==> config.mk <==
export PLATFORM = sky130hd
export DESIGN_NAME = dmem_arbiter
export DESIGN_NICKNAME = d
export VERILOG_FILES = /design/src/rtl/dmem_arbiter.sv
export SDC_FILE = /design/constraint.sdc
export NUM_CORES = 1
export LEC_CHECK = 0
export ABC_CLOCK_PERIOD_IN_PS = 2040
export CELL_PAD_IN_SITES_DETAIL_PLACEMENT = 0
export CELL_PAD_IN_SITES_GLOBAL_PLACEMENT = 1
export CORE_MARGIN = 4
export CORE_UTILIZATION = 27
export CTS_BUF_LIST = sky130_fd_sc_hd__clkbuf_8
export DETAILED_ROUTE_END_ITERATION = 8
export GPL_TIMING_DRIVEN = 0
export PLACE_DENSITY = 0.92
export SLEW_MARGIN = 30
export SYNTH_ARGS = -nofsm -noshare
export SYNTH_HDL_FRONTEND = slang
export SYNTH_SLANG_ARGS = --single-unit
==> constraint.sdc <==
create_clock -name clk -period 2.04 [get_ports clk]
set_clock_uncertainty 0.05 [all_clocks]
set_input_delay 0.408 -clock clk [delete_from_list [all_inputs] [get_ports clk]]
set_output_delay 0.408 -clock clk [all_outputs]
set_load 0.02 [all_outputs]
==> src/rtl/dmem_arbiter.sv <==
// Two-port arbiter in front of a single-port data memory: port A has priority,
// port B is guaranteed progress by a saturating starvation counter.
module dmem_arbiter #(
    parameter int n            = 32,
    parameter int AW           = 6,
    parameter int STARVE_LIMIT = 4
) (
    input  logic          clk,
    input  logic          rst,
    input  logic          a_req,
    input  logic          a_we,
    input  logic [AW-1:0] a_addr,
    input  logic [n-1:0]  a_wdata,
    output logic          a_gnt,
    output logic          a_rvalid,
    output logic [n-1:0]  a_rdata,
    input  logic          b_req,
    input  logic          b_we,
    input  logic [AW-1:0] b_addr,
    input  logic [n-1:0]  b_wdata,
    output logic          b_gnt,
    output logic          b_rvalid,
    output logic [n-1:0]  b_rdata,
    output logic          MemRead,
    output logic          MemWrite,
    output logic [AW-1:0] addr,
    output logic [n-1:0]  data_in,
    input  logic [n-1:0]  data_out,
    output logic          b_starved
);

    localparam logic [3:0] LIMIT = 4'(STARVE_LIMIT);

    logic [3:0]   cnt_q, cnt_d;
    logic         starved_q;
    logic         a_rvalid_q, b_rvalid_q;
    logic [n-1:0] a_rdata_q, b_rdata_q;

    // NOTE: every output of a combinational block gets a default first, so no
    // path leaves it unassigned and no latch is inferred.
    always_comb begin
        a_gnt = 1'b0;
        b_gnt = 1'b0;
        if (!rst) begin
            if (b_req && (!a_req || starved_q)) b_gnt = 1'b1;
            else if (a_req)                     a_gnt = 1'b1;
        end
    end

    always_comb begin
        MemRead  = 1'b0;
        MemWrite = 1'b0;
        addr     = '0;
        data_in  = '0;
        if (a_gnt) begin
            MemRead  = ~a_we;
            MemWrite = a_we;
            addr     = a_addr;
            data_in  = a_wdata;
        end else if (b_gnt) begin
            MemRead  = ~b_we;
            MemWrite = b_we;
            addr     = b_addr;
            data_in  = b_wdata;
        end
    end

    // A denied B request counts up and saturates; a grant or a dropped request clears it.
    always_comb begin
        cnt_d = '0;
        if (b_req && !b_gnt) cnt_d = (cnt_q == LIMIT) ? cnt_q : cnt_q + 4'd1;
    end

    // NOTE: sequential state uses non-blocking assignments so every flop samples
    // the pre-edge values regardless of statement order.
    always_ff @(posedge clk) begin
        if (rst) begin
            cnt_q      <= '0;
            starved_q  <= 1'b0;
            a_rvalid_q <= 1'b0;
            b_rvalid_q <= 1'b0;
            a_rdata_q  <= '0;
            b_rdata_q  <= '0;
        end else begin
            cnt_q      <= cnt_d;
            starved_q  <= (cnt_d == LIMIT);
            a_rvalid_q <= a_gnt & ~a_we;
            b_rvalid_q <= b_gnt & ~b_we;
            if (a_gnt && !a_we) a_rdata_q <= data_out;
            if (b_gnt && !b_we) b_rdata_q <= data_out;
        end
    end

    // A read response landing in a reset cycle is suppressed so it is never seen.
    assign a_rvalid  = a_rvalid_q & ~rst;
    assign b_rvalid  = b_rvalid_q & ~rst;
    assign a_rdata   = a_rdata_q;
    assign b_rdata   = b_rdata_q;
    assign b_starved = starved_q;

endmodule

==> impl_metrics.env, run 1 <==
export IMPL_final_setup_worst_slack_ns=-0.01797
export IMPL_tritoncts="built"
export IMPL_timing_max_slew_rel_slack=0.5942
export IMPL_first_global_vias=4043
export IMPL_irDropWorstVdd_uv=263.5
export IMPL_sequentialPowerShare=0.423
export IMPL_drive_gt1_frac=0.2071
export IMPL_worst_path_largest_cell_delay_ns=0.37
export IMPL_setup_worst_path_end_class="primary output"
export IMPL_synth_edff_count=0
export IMPL_cellInternalPower_mw=2.499
export IMPL_final_cell_area_mm2=0.006300
export IMPL_placed_area_mm2=0.005907
export IMPL_power_static_leakage_nw=2.519
export IMPL_synth_top_flop_cell="sky130_fd_sc_hd__dfxtp_1"
export IMPL_cp_slowest_cell="sky130_fd_sc_hd__dfxtp_4"
export IMPL_clock_fmax_mhz=485.9
export IMPL_gr_usage_all_layers=0.1925
export IMPL_synth_seq_cells=71
export IMPL_commonest_non_fill_non_tap_cell_in_the_layout="sky130_fd_sc_hd__clkdlybuf4s50_1"
export IMPL_grt_max_degree=12
export IMPL_ios=223
export IMPL_post_dp_hpwl_um=11530
export IMPL_worst_skew_pair_late_latency_ns=0.36
export IMPL_failed_checks="setup timing"
export IMPL_flow_area_growth_from_synthesis_pct=80.66
export IMPL_drc=0
export IMPL_p_sw_frac=0.2741
export IMPL_core_area_mm2=0.01262
export IMPL_first_pass_grt_wire_length_um=21700
export IMPL_cts_sink_count=71
export IMPL_met1_track_demand_over_resource=0.2075
export IMPL_grt_most_used_layer="met2"
export IMPL_timing_worst_slew_pin_value_ns=0.6087
export IMPL_io_buffer_count=220
export IMPL_report_final_hold_viol_count=0
export IMPL_dieHeight_um=121.6
export IMPL_mostFrequentLayoutCells="sky130_fd_sc_hd__clkdlybuf4s50_1 (175), sky130_fd_sc_hd__dfxtp_1 (70), sky130_fd_sc_hd__a22o_1 (39), sky130_fd_sc_hd__nor2b_1 (35)"
export IMPL_critical_path_startpoint_type="register"
export IMPL_synthArstFlopShare=0
export IMPL_rsz0062_at_grt="true"
export IMPL_finalSetupViolations=13
export IMPL_via_count=3694
export IMPL_cts_htree_levels=3
export IMPL_n_antenna_cell=0
export IMPL_firstDrtPassIters=4
export IMPL_comb_power_share=0.253
export IMPL_cp_max_fo=6
export IMPL_dr_first_iter_drc_count=287
export IMPL_path_delay_family="buffers and inverters"
export IMPL_finalCriticalPeriod_ns=2.058
export IMPL_antenna_found_initial=0
export IMPL_synth_seq_area_share=0.4076
export IMPL_synth_cell_type_count=32
export IMPL_synthesis_nets=468
export IMPL_cts_buffers=9
export IMPL_totalWireLength_um=14560
export IMPL_die_width_um=121.6
export IMPL_finish_net_count=706
export IMPL_gp_routability_congestion=0.7573
export IMPL_worst_ep_arrival_time_ns=1.60
export IMPL_groute_layer_met2_usage=0.3592
export IMPL_detailedPlace_worstSlack_ns=-1.348
export IMPL_drv_cap=0
export IMPL_path_cells="and2_4 > nor2_4 > buf_12 > clkbuf_8 > a22o_1 > buf_6"
export IMPL_ys_warnings_count=0
export IMPL_clk_pin_slew_worst_paths_ns=0.07
export IMPL_grt_use_met3=0.05757
export IMPL_worst_ep_required_time_ns=1.58
export IMPL_avg_synthesized_cell_area_um2=9.907
export IMPL_synthesis_area_mm2=0.003487
export IMPL_post_synth_inst_count=352
export IMPL_clock_group_share_of_total_power=0.324
export IMPL_global_route_overflow_total=0
export IMPL_net_switching_power_mw=0.9437
export IMPL_min_period_over_period=1.009
export IMPL_antenna_left=0
export IMPL_run_status="complete, but fails checks"
export IMPL_path_class="register to primary output"
export IMPL_post_drt_wl_per_cell_um=19.01
export IMPL_number_of_pins_with_negative_max_slew_slack_in_the_final_report=0
export IMPL_floorplan_initialDensity=0.2763
export IMPL_die_area_mm2=0.01480
export IMPL_crit_buf_inv=3
export IMPL_clockRootBuffer="sky130_fd_sc_hd__clkbuf_8"
export IMPL_clk_path_buf_depth=2
export IMPL_power_per_cell_area_mw_per_mm2=546.5
export IMPL_std_cell_rows=41
export IMPL_path_class_of_the_lowest_slack_min_delay_path="input pin to register"
export IMPL_vias_per_cell=4.822
## path summary, 6_finish.rpt
check,depth (start not counted),startpoint,slack [ns],endpoint
worst max-delay path,6,b_starved,-0.02,data_in[21]
worst max register to register,5,cnt_q[0],0.22,b_starved
worst min-delay path,3,rst,0.42,cnt_q[1]
worst min register to register,2,a_rdata[12],0.44,a_rdata[12]
## per-stage QoR
| stage | total power, mW | cells | util | hold WS, ns | setup TNS, ns |
|---|---|---|---|---|---|
| 4_1_cts | 3.440 | 764 | 0.4914 | 0.4174 | -0.01088 |
| 2_1_floorplan | 1.827 | 352 | - | 0.4648 | 0 |
| 3_3_place_gp | 2.313 | 744 | 0.4681 | 0.4099 | -67.94 |
| 3_5_place_dp | 2.327 | 744 | 0.4681 | 0.4137 | -70.51 |
| 6_report | 3.443 | 766 | 0.4992 | 0.4181 | -0.1056 |
| 5_1_grt | 3.569 | 766 | 0.4992 | 0.4339 | -2.639 |
## what timing repair did
item | in CTS | in global routing
gates resized for setup | 266 | 25
pin swaps | 5 | 4
setup endpoints to repair | 44 | 42
setup buffers | 4 | 1
gates cloned | 3 | 1
endpoints found under the hold margin | 0 | 0
hold buffers | 0 | 0
## sequential cells by signal, indices dropped and copies added (netlist names)
register	cells
b_rvalid_q	1
cnt_q	4
b_starved	1
a_rvalid_q	1
b_rdata	32
a_rdata	32
## synth_stat cells, drive strengths merged (2+ instances only)
cell	n	area (µm²)
mux2	32	469.2
clkbuf	35	131.4
dfxtp	71	1421
a21oi	32	160.2
nor2b	36	225.2
nand2b	3	18.77
nand4	32	200.2
nor2	7	26.28
nor3b	2	15.01
o31ai	32	240.2
inv	6	22.52
a22o	39	341.6
buf	7	63.81
ha	2	25.02
## power by group through the flow
stage	clock, mW	sequential, mW	combinational (mW)
6_report	1.11	1.46	0.872
2_1_floorplan	0	1.54	0.288
5_1_grt	1.19	1.46	0.921
3_3_place_gp	0	1.49	0.825
3_5_place_dp	0	1.49	0.838
4_1_cts	1.13	1.46	0.855
## logic make-up after synthesis
group | Yosys count | synth area share
xor+xnor | 1 | 0.002512
compound gates | 109 | 0.2268
simple gates | 88 | 0.1561
fa+ha+maj | 2 | 0.007175
flops | 71 | 0.4076
mux | 33 | 0.1374
buf+inv | 48 | 0.06243
## layout make-up
cell class,count,area (µm²)
Clock inverter,5,51.30
Fill cell,1171,6320
Sequential cell,71,1425
Timing Repair Buffer,229,2296
Buffer,40,274.0
Tap cell,172,215.2
Clock buffer,10,137.6
Multi-Input combinational cell,233,1878
Inverter,6,22.52
## tightest hold or removal path, cell delays in order
cell                        delay, ns
sky130_fd_sc_hd__buf_6           0.12
sky130_fd_sc_hd__nand4bb_1       0.20
sky130_fd_sc_hd__nor2_1          0.06
## layer usage
metal | vias to the layer above | share of wire
li1 | 1795 | -
met1 | 1718 | 0.37
met2 | 167 | 0.53
met3 | 14 | 0.081
met4 | 0 | 0.013
met5 | - | 0
Power figures use the tool's default switching activity.
==> run 2, diff against run 1 <==
--- a/config.mk
+++ b/config.mk
@@ -14,6 +14,7 @@
 export DETAILED_ROUTE_END_ITERATION = 8
 export GPL_TIMING_DRIVEN = 0
 export PLACE_DENSITY = 0.92
+export SKIP_LAST_GASP = 1
 export SLEW_MARGIN = 30
 export SYNTH_ARGS = -nofsm -noshare
 export SYNTH_HDL_FRONTEND = slang
==> run 2 against run 1 <==
The flow still finishes with violations (setup timing). Non-clock buffer count down 2. Final area decreased by 1.6%. Global-route usage is essentially flat. Register-to-register slack hardly changed. Utilization down 0.81 points. Critical path type is now input pin to primary output. Die area unchanged. Critical path depth grew 1. Sequential share of layout area grew 0.37 points. Via count up 0.54%.
==> impl_metrics.env, run 2 (synthesized netlist as in run 1, its figures left out) <==
export IMPL_run_status="complete, but fails checks"
export IMPL_failed_checks="setup timing"
export IMPL_worst_path_largest_cell_delay_ns=0.22
export IMPL_grt_max_degree=12
export IMPL_worstHoldStart="rst"
export IMPL_finalCriticalPeriod_ns=2.057
export IMPL_report_final_hold_viol_count=0
export IMPL_path_delay_family="buffers and inverters"
export IMPL_antenna_left=0
export IMPL_die_width_um=121.6
export IMPL_n_antenna_cell=0
export IMPL_io_buffer_count=220
export IMPL_finalSetupViolations=2
export IMPL_timing_worst_slew_pin_value_ns=0.6163
export IMPL_setup_worst_path_end_class="primary output"
export IMPL_post_dp_hpwl_um=11530
export IMPL_finish_net_count=704
export IMPL_rsz0062_at_grt="true"
export IMPL_floorplan_initialDensity=0.2763
export IMPL_gr_usage_all_layers=0.1927
export IMPL_commonest_non_fill_non_tap_cell_in_the_layout="sky130_fd_sc_hd__clkdlybuf4s50_1"
export IMPL_cts_hold_buffers_added=0
export IMPL_post_drt_wl_per_cell_um=19.04
export IMPL_irDropWorstVdd_uv=246.0
export IMPL_std_cell_rows=41
export IMPL_rr_startpoint="cnt_q[0]"
export IMPL_worst_ep_arrival_time_ns=1.60
export IMPL_vias_per_cell=4.861
export IMPL_detailedPlace_worstSlack_ns=-1.348
export IMPL_dieHeight_um=121.6
export IMPL_final_util=0.4911
export IMPL_totalWireLength_um=14550
export IMPL_worst_setup_path_startpoint="a_req"
export IMPL_power_static_leakage_nw=2.483
export IMPL_cts_htree_levels=3
export IMPL_first_global_vias=4047
export IMPL_ios=223
export IMPL_min_period_over_period=1.008
export IMPL_via_count=3714
export IMPL_firstDrtPassIters=5
export IMPL_global_route_overflow_total=0
export IMPL_drc=0
export IMPL_critical_path_startpoint_type="input pin"
export IMPL_crit_buf_inv=4
export IMPL_nFillCells=1184
export IMPL_dr_first_iter_drc_count=281
export IMPL_cp_max_fo=10
export IMPL_power_per_cell_area_mw_per_mm2=550.6
export IMPL_drv_cap=0
export IMPL_path_class_of_the_lowest_slack_min_delay_path="input pin to register"
export IMPL_worst_skew_pair_late_latency_ns=0.34
export IMPL_core_area_mm2=0.01262
export IMPL_worst_ep_required_time_ns=1.58
export IMPL_tritoncts="built"
export IMPL_final_setup_worst_slack_ns=-0.01654
export IMPL_timing_setup_tns_ns=-0.03226
export IMPL_mostFrequentLayoutCells="sky130_fd_sc_hd__clkdlybuf4s50_1 (175), sky130_fd_sc_hd__dfxtp_1 (70), sky130_fd_sc_hd__a22o_1 (39), sky130_fd_sc_hd__nor2b_1 (35)"
export IMPL_post_place_cells=744
export IMPL_gp_routability_congestion=0.7573
export IMPL_clock_fmax_mhz=486.3
export IMPL_clk_pin_slew_worst_paths_ns=0.07
export IMPL_cts_sink_count=71
export IMPL_clockRootBuffer="sky130_fd_sc_hd__clkbuf_8"
export IMPL_flow_area_growth_from_synthesis_pct=77.72
export IMPL_first_pass_grt_wire_length_um=21730
export IMPL_path_cells="clkdlybuf4s15_2 > nor2b_4 > nor3b_2 > buf_6 > clkbuf_8 > a22o_1 > buf_4"
export IMPL_drive_gt1_frac=0.2027
export IMPL_cts_buffers=9
export IMPL_die_area_mm2=0.01480
export IMPL_path_class="input pin to primary output"
export IMPL_clk_path_buf_depth=2
export IMPL_fin_cells=764
export IMPL_antenna_found_initial=0
export IMPL_timing_max_slew_rel_slack=0.5891
export IMPL_number_of_pins_with_negative_max_slew_slack_in_the_final_report=0
export IMPL_cp_slowest_cell="sky130_fd_sc_hd__clkdlybuf4s15_2"
[run 2: changes by cell type in the layout (fill, tap and decap cells not counted), sizes merged]
cell    before  now
buf         55   51
clkbuf      46   48
[run 2: stage by stage]
step | hold slack, ns | power (mW) | area (µm²)
after global routing | 0.4339 | 3.543 | 6197
after CTS | 0.4174 | 3.430 | 6165
after floorplan | 0.4648 | 1.827 | 3490
after detailed placement | 0.4137 | 2.327 | 5907
after global placement | 0.4099 | 2.313 | 5907
final | 0.4316 | 3.412 | 6197
[run 2: layout make-up]
| type | instances | area, µm² | share of cell area |
|---|---|---|---|
| clock inverter | 5 | 51.30 | 0.008278 |
| timing repair buffer | 227 | 2198 | 0.3547 |
| clock buffer | 10 | 137.6 | 0.02221 |
| multi-input combinational | 233 | 1878 | 0.3030 |
| sequential | 71 | 1425 | 0.2300 |
| tap | 172 | 215.2 | 0.03473 |
| inverter | 6 | 22.52 | 0.003634 |
| buffer | 40 | 269.0 | 0.04341 |
[run 2: worst register-to-register path: cells and delay by family, from the launching register on]
kind / cells / cell delay (ns)
compound gates: 3 / 0.80
buf+inv: 1 / 0.09
fa+ha+maj: 1 / 0.27
flops: 1 / 0.46
[run 2: report_power, final]
group / internal (mW) / switching [mW] / total, mW
sequential: 1.43 / 0.0261 / 1.46
combinational: 0.466 / 0.382 / 0.848
clock: 0.583 / 0.525 / 1.11
[run 2: path summary, 6_finish.rpt]
check                           slack (ns)  cells after the start     endpoint
worst max-delay path                 -0.02                      7  data_in[30]
worst min-delay path                  0.43                      3     cnt_q[1]
worst max register to register        0.23                      5    b_starved
worst min register to register        0.44                      2  a_rdata[12]
[run 2: what timing repair did]
item / CTS / global route
gates cloned: 3 / 0
setup buffers: 4 / 0
gates resized for setup: 254 / 17
pin swaps: 3 / 2
endpoints found under the setup margin: 44 / 42
[run 2: routing by layer]
layer | vias to the layer above | GRT usage | share of wire
li1 | 1788 | - | -
met4 | 0 | 0.06022 | 0.015
met3 | 16 | 0.05757 | 0.079
met5 | - | 0 | 0
met2 | 180 | 0.3592 | 0.53
met1 | 1730 | 0.2081 | 0.37
